## src/rtl/cha_buf_reader_pkg.sv

```systemverilog
// Shared IO/keyboard definitions for the character-buffer reader.
// Holds the buffer placement defaults, the reader FSM encoding, and the
// ASCII / scan-code constants used around the keyboard/console path.
package cha_buf_reader_pkg;

  // Buffer placement in IO word space and length in characters.
  localparam logic [15:0] CHA_BUF_START_DEF = 16'h0400;
  localparam int unsigned CHA_BUF_SIZE_DEF  = 160;

  // Reader FSM states.
  typedef enum logic [1:0] {
    ST_IDLE    = 2'd0,
    ST_FETCH   = 2'd1,
    ST_CAPTURE = 2'd2,
    ST_PRESENT = 2'd3
  } rd_state_t;

  // ASCII constants.
  localparam logic [7:0] ASCII_NUL = 8'h00;
  localparam logic [7:0] ASCII_BS  = 8'h08;
  localparam logic [7:0] ASCII_LF  = 8'h0A;
  localparam logic [7:0] ASCII_CR  = 8'h0D;
  localparam logic [7:0] ASCII_ESC = 8'h1B;
  localparam logic [7:0] ASCII_SP  = 8'h20;

  // PS/2 set-2 scan codes.
  localparam logic [7:0] SC_BREAK    = 8'hF0;
  localparam logic [7:0] SC_EXTENDED = 8'hE0;
  localparam logic [7:0] SC_ENTER    = 8'h5A;
  localparam logic [7:0] SC_BKSP     = 8'h66;
  localparam logic [7:0] SC_ESC      = 8'h76;
  localparam logic [7:0] SC_SPACE    = 8'h29;

endpackage

```

## src/rtl/cha_buf_reader.sv

```systemverilog
// Character-buffer reader.
// Drains characters from a circular buffer of packed 16-bit IO words
// (two characters per word, even index in the high byte) and presents
// them one at a time on a valid/ready interface.
// Ports:
//   CLK, RST        - clock, synchronous active-high reset
//   WR_PTR          - writer's next character index
//   FLUSH           - drop all unread characters (RD_PTR <= WR_PTR)
//   RADDR_IO        - IO read word address (held outside FETCH)
//   RD_IO_ON        - IO read strobe, high only in FETCH
//   DATA_OUT_IO     - IO read data, valid the cycle after RD_IO_ON
//   ASCII           - presented character
//   ASCII_VALID     - ASCII holds a character
//   ASCII_READY     - consumer accepts ASCII
//   RD_PTR          - next character index to read
module cha_buf_reader
  import cha_buf_reader_pkg::*;
#(
  parameter logic [15:0] CHA_BUF_START = CHA_BUF_START_DEF,
  parameter int unsigned CHA_BUF_SIZE  = CHA_BUF_SIZE_DEF
) (
  input  logic        CLK,
  input  logic        RST,
  input  logic [15:0] WR_PTR,
  input  logic        FLUSH,
  output logic [15:0] RADDR_IO,
  output logic        RD_IO_ON,
  input  logic [15:0] DATA_OUT_IO,
  output logic [7:0]  ASCII,
  output logic        ASCII_VALID,
  input  logic        ASCII_READY,
  output logic [15:0] RD_PTR
);

  localparam logic [15:0] SIZE_W = 16'(CHA_BUF_SIZE);
  localparam logic [15:0] LAST_W = 16'(CHA_BUF_SIZE - 1);

  rd_state_t   state_q, state_d;
  logic [15:0] rd_ptr_q, rd_ptr_d;
  logic [15:0] raddr_q, raddr_d;
  logic [7:0]  ascii_q, ascii_d;

  logic        empty;
  logic [15:0] ptr_next;
  logic [15:0] fetch_addr;
  logic [7:0]  cap_byte;

  // An out-of-range writer pointer is treated as an empty buffer.
  assign empty      = (rd_ptr_q == WR_PTR) || (WR_PTR >= SIZE_W);
  assign ptr_next   = (rd_ptr_q == LAST_W) ? '0 : rd_ptr_q + 16'd1;
  assign fetch_addr = CHA_BUF_START + {1'b0, rd_ptr_q[15:1]};
  assign cap_byte   = rd_ptr_q[0] ? DATA_OUT_IO[7:0] : DATA_OUT_IO[15:8];

  always_comb begin
    state_d  = state_q;
    rd_ptr_d = rd_ptr_q;
    raddr_d  = raddr_q;
    ascii_d  = ascii_q;
    case (state_q)
      ST_IDLE: begin
        // Address is latched on entry to FETCH so it is stable during the
        // strobe and simply holds afterwards.
        if (!empty && !FLUSH) begin
          state_d = ST_FETCH;
          raddr_d = fetch_addr;
        end
      end
      ST_FETCH: state_d = ST_CAPTURE;
      ST_CAPTURE: begin
        // NUL marks an unwritten slot: consume it silently.
        if (cap_byte != ASCII_NUL) begin
          ascii_d = cap_byte;
          state_d = ST_PRESENT;
        end else begin
          rd_ptr_d = ptr_next;
          state_d  = ST_IDLE;
        end
      end
      ST_PRESENT: begin
        if (ASCII_READY) begin
          rd_ptr_d = ptr_next;
          state_d  = ST_IDLE;
        end
      end
      default: state_d = ST_IDLE;
    endcase
    // Flush overrides everything, including a same-cycle handshake and
    // an in-flight read whose data is then never captured.
    if (FLUSH) begin
      rd_ptr_d = WR_PTR;
      state_d  = ST_IDLE;
    end
  end

  always_ff @(posedge CLK) begin
    if (RST) begin
      state_q  <= ST_IDLE;
      rd_ptr_q <= '0;
      raddr_q  <= '0;
      ascii_q  <= '0;
    end else begin
      state_q  <= state_d;
      rd_ptr_q <= rd_ptr_d;
      raddr_q  <= raddr_d;
      ascii_q  <= ascii_d;
    end
  end

  assign RADDR_IO    = raddr_q;
  assign RD_IO_ON    = (state_q == ST_FETCH);
  assign ASCII       = ascii_q;
  assign ASCII_VALID = (state_q == ST_PRESENT);
  assign RD_PTR      = rd_ptr_q;

endmodule

```

## config.mk

```make
export PLATFORM = sky130hd
export DESIGN_NAME = cha_buf_reader
export DESIGN_NICKNAME = d
export VERILOG_FILES = /design/src/rtl/cha_buf_reader_pkg.sv /design/src/rtl/cha_buf_reader.sv
export SDC_FILE = /design/constraint.sdc
export NUM_CORES = 1
export LEC_CHECK = 0
export CAP_MARGIN = 0
export CORE_AREA = 2 2 76 78
export DETAILED_ROUTE_END_ITERATION = 6
export DIE_AREA = 0 0 78 80
export HOLD_SLACK_MARGIN = 0.08
export PLACE_DENSITY = 0.77
export SLEW_MARGIN = 0
export SYNTH_ARGS = -nofsm -noshare
export SYNTH_HDL_FRONTEND = slang
export SYNTH_SLANG_ARGS = --single-unit
```

## constraint.sdc

```tcl
create_clock -name CLK -period 2.35 [get_ports CLK]
set_input_delay 0.47 -clock CLK [delete_from_list [all_inputs] [get_ports CLK]]
set_output_delay 0.47 -clock CLK [all_outputs]
set_load 0.01 [all_outputs]
```

# Yosys cells after proc, flatten, opt, wreduce, memory -nomap -nowiden
# Index checks and enable logic that the tools add are counted.
[word_totals]
reg_bits = 42
inputBits = 36
output_inout_bits = 42
word_cells = 38
[classes]
n_addsub = 2
magnitude_cmp = 1
eq_ne = 9
mux = 10
reduce_logical = 12
[ops]
columns = ["op", "count"]
rows = [
  ["$mux W16", 4],
  ["$pmux W16 S2", 1],
  ["$add A11 B15 Y16 const A", 1],
  ["$add A16 B1 Y16 const B", 1],
  ["$eq A16 B16 Y1", 1],
  ["$eq A16 B8 Y1 const B", 1],
  ["$ge A16 B8 Y1 const B", 1],
  ["$mux W8", 1],
  ["$pmux W2 S4", 1],
  ["$reduce_bool A8 Y1", 1],
  ["$mux W2", 3],
  ["$reduce_and A2 Y1", 3],
  ["$eq A2 B2 Y1 const B", 2],
  ["$ne A3 B2 Y1 const B", 1],
  ["$ne A3 B3 Y1 const B", 1],
  ["$reduce_and A3 Y1", 1],
  ["$reduce_bool A3 Y1", 1],
  ["$eq A2 B1 Y1 const B", 1],
  ["$logic_not A1 Y1", 2],
  ["$logic_not A2 Y1", 1],
  ["$ne A2 B1 Y1 const B", 1],
  ["$ne A2 B2 Y1 const B", 1],
  ["$reduce_or A2 Y1", 1],
  ["$logic_and A1 B1 Y1", 1],
  ["$logic_or A1 B1 Y1", 1],
]

# Longest topological paths before layout
[depth]
ltp_word = 6
ltp_mapped = 7
depth_no_buf = 6

# Worst setup path before layout
# Ideal clock, no wire load.
[synth_path]
path_type = "reg2reg"
from = "reg rd_ptr_q[15] (netlist: RD_PTR[15])"
to = "reg rd_ptr_q[14] (netlist: RD_PTR[14])"
setup_ps = 122
arrival_time_ps = 2086
setup_slack_ps = 142
path_stages_with_launch = 7
n_path_buf = 1
path_cell_list = "dfxtp_1 -> buf_6 -> or4_4 -> o41ai_4 -> and4bb_1 -> nor4bb_1 -> a221o_1"
[synth_between]
elab_chain_len = 5
elab_cells_between_ends = 6
classes_between = "eq/ne: 1; mux: 5"
[synth_lines]
columns = ["element", "line", "source"]
rows = [
  ["start: declaration", "cha_buf_reader.sv:39", "logic [15:0] rd_ptr_q, rd_ptr_d;"],
  ["start signal: assignment", "cha_buf_reader.sv:103", "rd_ptr_q <= rd_ptr_d;"],
  ["$eq A16 B8 Y1 *", "cha_buf_reader.sv:50", "assign ptr_next = (rd_ptr_q == LAST_W) ? '0 : rd_ptr_q + 16'd1;"],
  ["$mux W16 *", "cha_buf_reader.sv:50", ""],
  ["$mux W16, on equally long branches", "cha_buf_reader.sv:80, cha_buf_reader.sv:71", ""],
  ["$pmux W16 S2 *", "cha_buf_reader.sv:59", "case (state_q)"],
  ["$mux W16 *", "cha_buf_reader.sv:89", "if (FLUSH) begin"],
]
# Every way passes the cells marked *; elsewhere a longest branch is shown, timed or not. The select of a mux whose other input is x is not followed.
# A chain may end at the register's enable or synchronous reset.

# Worst setup path in the final report
[layout_path]
from = "in DATA_OUT_IO[7]"
to = "reg rd_ptr_q[9] (netlist: RD_PTR[9])"
[layout_between]
elab_chain_len = 4
[layout_lines]
columns = ["element", "line", "source"]
rows = [
  ["start: declaration", "cha_buf_reader.sv:28", "input logic [15:0] DATA_OUT_IO,"],
  ["$mux W8", "cha_buf_reader.sv:52", "assign cap_byte = rd_ptr_q[0] ? DATA_OUT_IO[7:0] : DATA_OUT_IO[15:8];"],
  ["$reduce_bool A8 Y1", "cha_buf_reader.sv:71", "if (cap_byte != ASCII_NUL) begin"],
  ["$ne A3 B3 Y1 (no line)", "-", ""],
  ["$reduce_and A3 Y1 (no line)", "-", ""],
]
# No other way between the ends.

==> results.toml <==
[die]
die_h_um = 80
core_area_um2 = 5410
die_w_um = 78
ios = 78
initial_core_util_pct = 45.9
dieArea_um2 = 6240
num_rows = 27

[finish]
drive_gt1_share_pct = 15.1
n_antenna_cell = 0
syn_to_final_growth_pct = 46.1
fill_cells = 489
fin_util_pct = 67.1
final_cells = 463
fin_nets = 428

[synthesis]
synthCells = 295
netlist_area_um2 = 2480
synth_edf_count = 0
synth_seq_area_share_pct = 33.9
ys_ff_latch = 42
yosysUniqueCellTypes = 57
syn_nets = 333
async_flop_share_pct = 0
synth_ff_type = "dfxtp_1"
ys.warnings.count = 0
avgSynthCellArea_um2 = 8.41

[cts]
cts_made_buffers = 5
clkLatencyLatePin_ns = 0.30
cts_root_buf = "clkbuf_8"
cts_sinks = 42
cts_tree = "yes"
ctsHoldBuffers = 0
ctsHtreeMaxLevel = 2
cts_buffer_depth = 2
path_clk_slew_ns = 0.08

[power_and_ir_drop]
power_density_nw_per_um2 = 429
ir_drop_mv = 0.362
p_leak_uw = 0.00137

[timing]
tightest_slew_ns = 0.474
maxSlewViolCount = 0
fin_ws_ns = 0.0667
skew_ns = 0.00576
rsz0062_at_grt = "false"
finalCritPeriodShare_pct = 97.2
fmax_ghz = 0.438
period_needed_ns = 2.28
finalHoldViolCount = 0
max-slew-margin-rel_pct = 68.3
finalSetupViolCount = 0

[global_route]
antenna_found_initial = 0
grt_max_degree = 21
grt_pass1_wl_mm = 12.2
gr-total-overflow = 0
grt_pass1_vias = 2565
grt_util_all_layers_pct = 25.2

[placement]
dp_hpwl_mm = 5.94
portBuffers = 77
dp_slack_ns = -0.370
dp_cells = 455
gp_congestion = 0.954

[drt]
top_layer_used = "met4"
drt_iter0_markers = 261
drt-vias-per-instance = 5.94
drc_errors = 0
avgRoutedWirePerCell_um = 16.7
wl_met1_mm = 3.32
route.vias.total = 2749
wl_mm = 7.73
met2_length_mm = 3.57
ant_nets = 0
dr.pass1.iters = 5
wl_met3_um = 602

[critical_path]
critPathArrivalTime_ns = 2.47
cp.required_ns = 2.54
critPathKind = "primary input to flip-flop"
critPathCaptureType = "flip-flop"
path_max_fanout = 7
start_kind = "primary input"

[outcome]
outcome = "finished, final reports clean"

[flow_run]
drv_cap = 0

[worst_hold_path]
holdCritPathClass = "flip-flop to flip-flop"
-- final cells by class --
| type | count | area [um2] | area share [%] |
|---|---|---|---|
| clock inverters | 1 | 5.00 | 0.138 |
| inverters | 5 | 18.8 | 0.517 |
| repair buffers | 118 | 1090 | 30.1 |
| well taps | 72 | 90.1 | 2.48 |
| flip-flops and latches | 42 | 841 | 23.2 |
| clock buffers | 7 | 86.3 | 2.38 |
| multi-input cells | 218 | 1500 | 41.2 |
-- synthesized netlist by cell type, drive strengths merged, types with 2 or more instances --
library cell  instances  area, um2
nor2                 20       75.1
ha                    2       25.0
xor2                 18        158
a21oi                24        120
a21o                  2       15.0
buf                  15        105
o21bai                2       15.0
o211ai                2       15.0
nor3                  4       20.0
inv                   5       18.8
clkbuf               15       56.3
nand4                 3       18.8
nand3                19       95.1
nor3b                 5       37.5
mux2i                10        100
o311ai                3       26.3
or4b                  2       23.8
nand2                14       52.6
nor4                  7       43.8
o21ai                15       75.1
xnor2                 2       17.5
dfxtp                42        841
and4                  4       35.0
a221o                 3       30.0
o22ai                 6       37.5
and3                  4       25.0
a211oi               14        105
nor2b                 3       18.8
or4                   5       41.3
and2                  4       25.0
-- cells in the final DEF (no fill, tap or decap), types with 5 or more instances in the layout --
cell,n
a211oi_1,14
a21oi_1,24
buf_4,40
clkbuf_8,6
clkdlybuf4s50_1,77
dfxtp_1,42
inv_1,5
mux2i_1,10
nand2_1,13
nand3_1,19
nor2_1,20
nor3b_1,5
nor4_1,7
o21ai_0,13
o22ai_1,6
xor2_1,18
-- worst paths after layout --
path,start,to,slack [ns],cells after the start
worst max register to register,RD_PTR[5],RD_PTR[1],0.15,6
worst max-delay path,DATA_OUT_IO[7],RD_PTR[9],0.07,7
worst min-delay path,RADDR_IO[3],RADDR_IO[3],0.46,2
worst min register to register,RADDR_IO[3],RADDR_IO[3],0.46,2
-- power by group --
| group | internal (uW) | leakage, uW | switching (uW) |
|---|---|---|---|
| logic | 172 | 0.000982 | 156 |
| registers | 728 | 0.000341 | 9.89 |
| clock network | 237 | 0.0000482 | 255 |
-- worst max-delay path, stage by stage --
cell and delay (ns):
clkdlybuf4s50_1 0.43, or4_4 0.57, o311a_4 0.40, nand2_2 0.09
buf_12 0.12, o22ai_1 0.07, a221o_1 0.31
-- per-stage QoR --
step / TNS (ns) / instance area, um2 / hold WS (ns) / total power (uW)
final: 0 / 3630 / 0.463 / 1560
after global routing: 0 / 3630 / 0.490 / 1610
after CTS: 0 / 3600 / 0.466 / 1560
after detailed placement: -5.90 / 3500 / 0.456 / 1070
after global placement: -4.24 / 3500 / 0.450 / 1070
after floorplan: 0 / 2480 / 0.479 / 906
-- cell families after synthesis --
logic type / share of synthesized area (%)
flops: 33.9
compound gates: 23.6
simple gates: 23.1
mux: 4.03
buf+inv: 7.26
xor+xnor: 7.06
fa+ha+maj: 1.01
-- flip-flops by register name, summed over array words and instances, names as in the netlist --
name	cells
ASCII	8
state_q	2
RD_PTR	16
RADDR_IO	16
-- routing by layer --
metal | global-route usage (%) | up-vias
met2 | 41.7 | 135
met5 | 0 | -
met1 | 32.1 | 1304
li1 | - | 1291
met4 | 11.6 | 0
met3 | 4.41 | 19
-- repair_timing --
item,CTS,global route
hold endpoints to repair,0,0
resized for setup,2,7
setup buffers,0,0
endpoints found under the setup margin,3,9
pin swaps,0,1
Power figures use the tool's default switching activity.
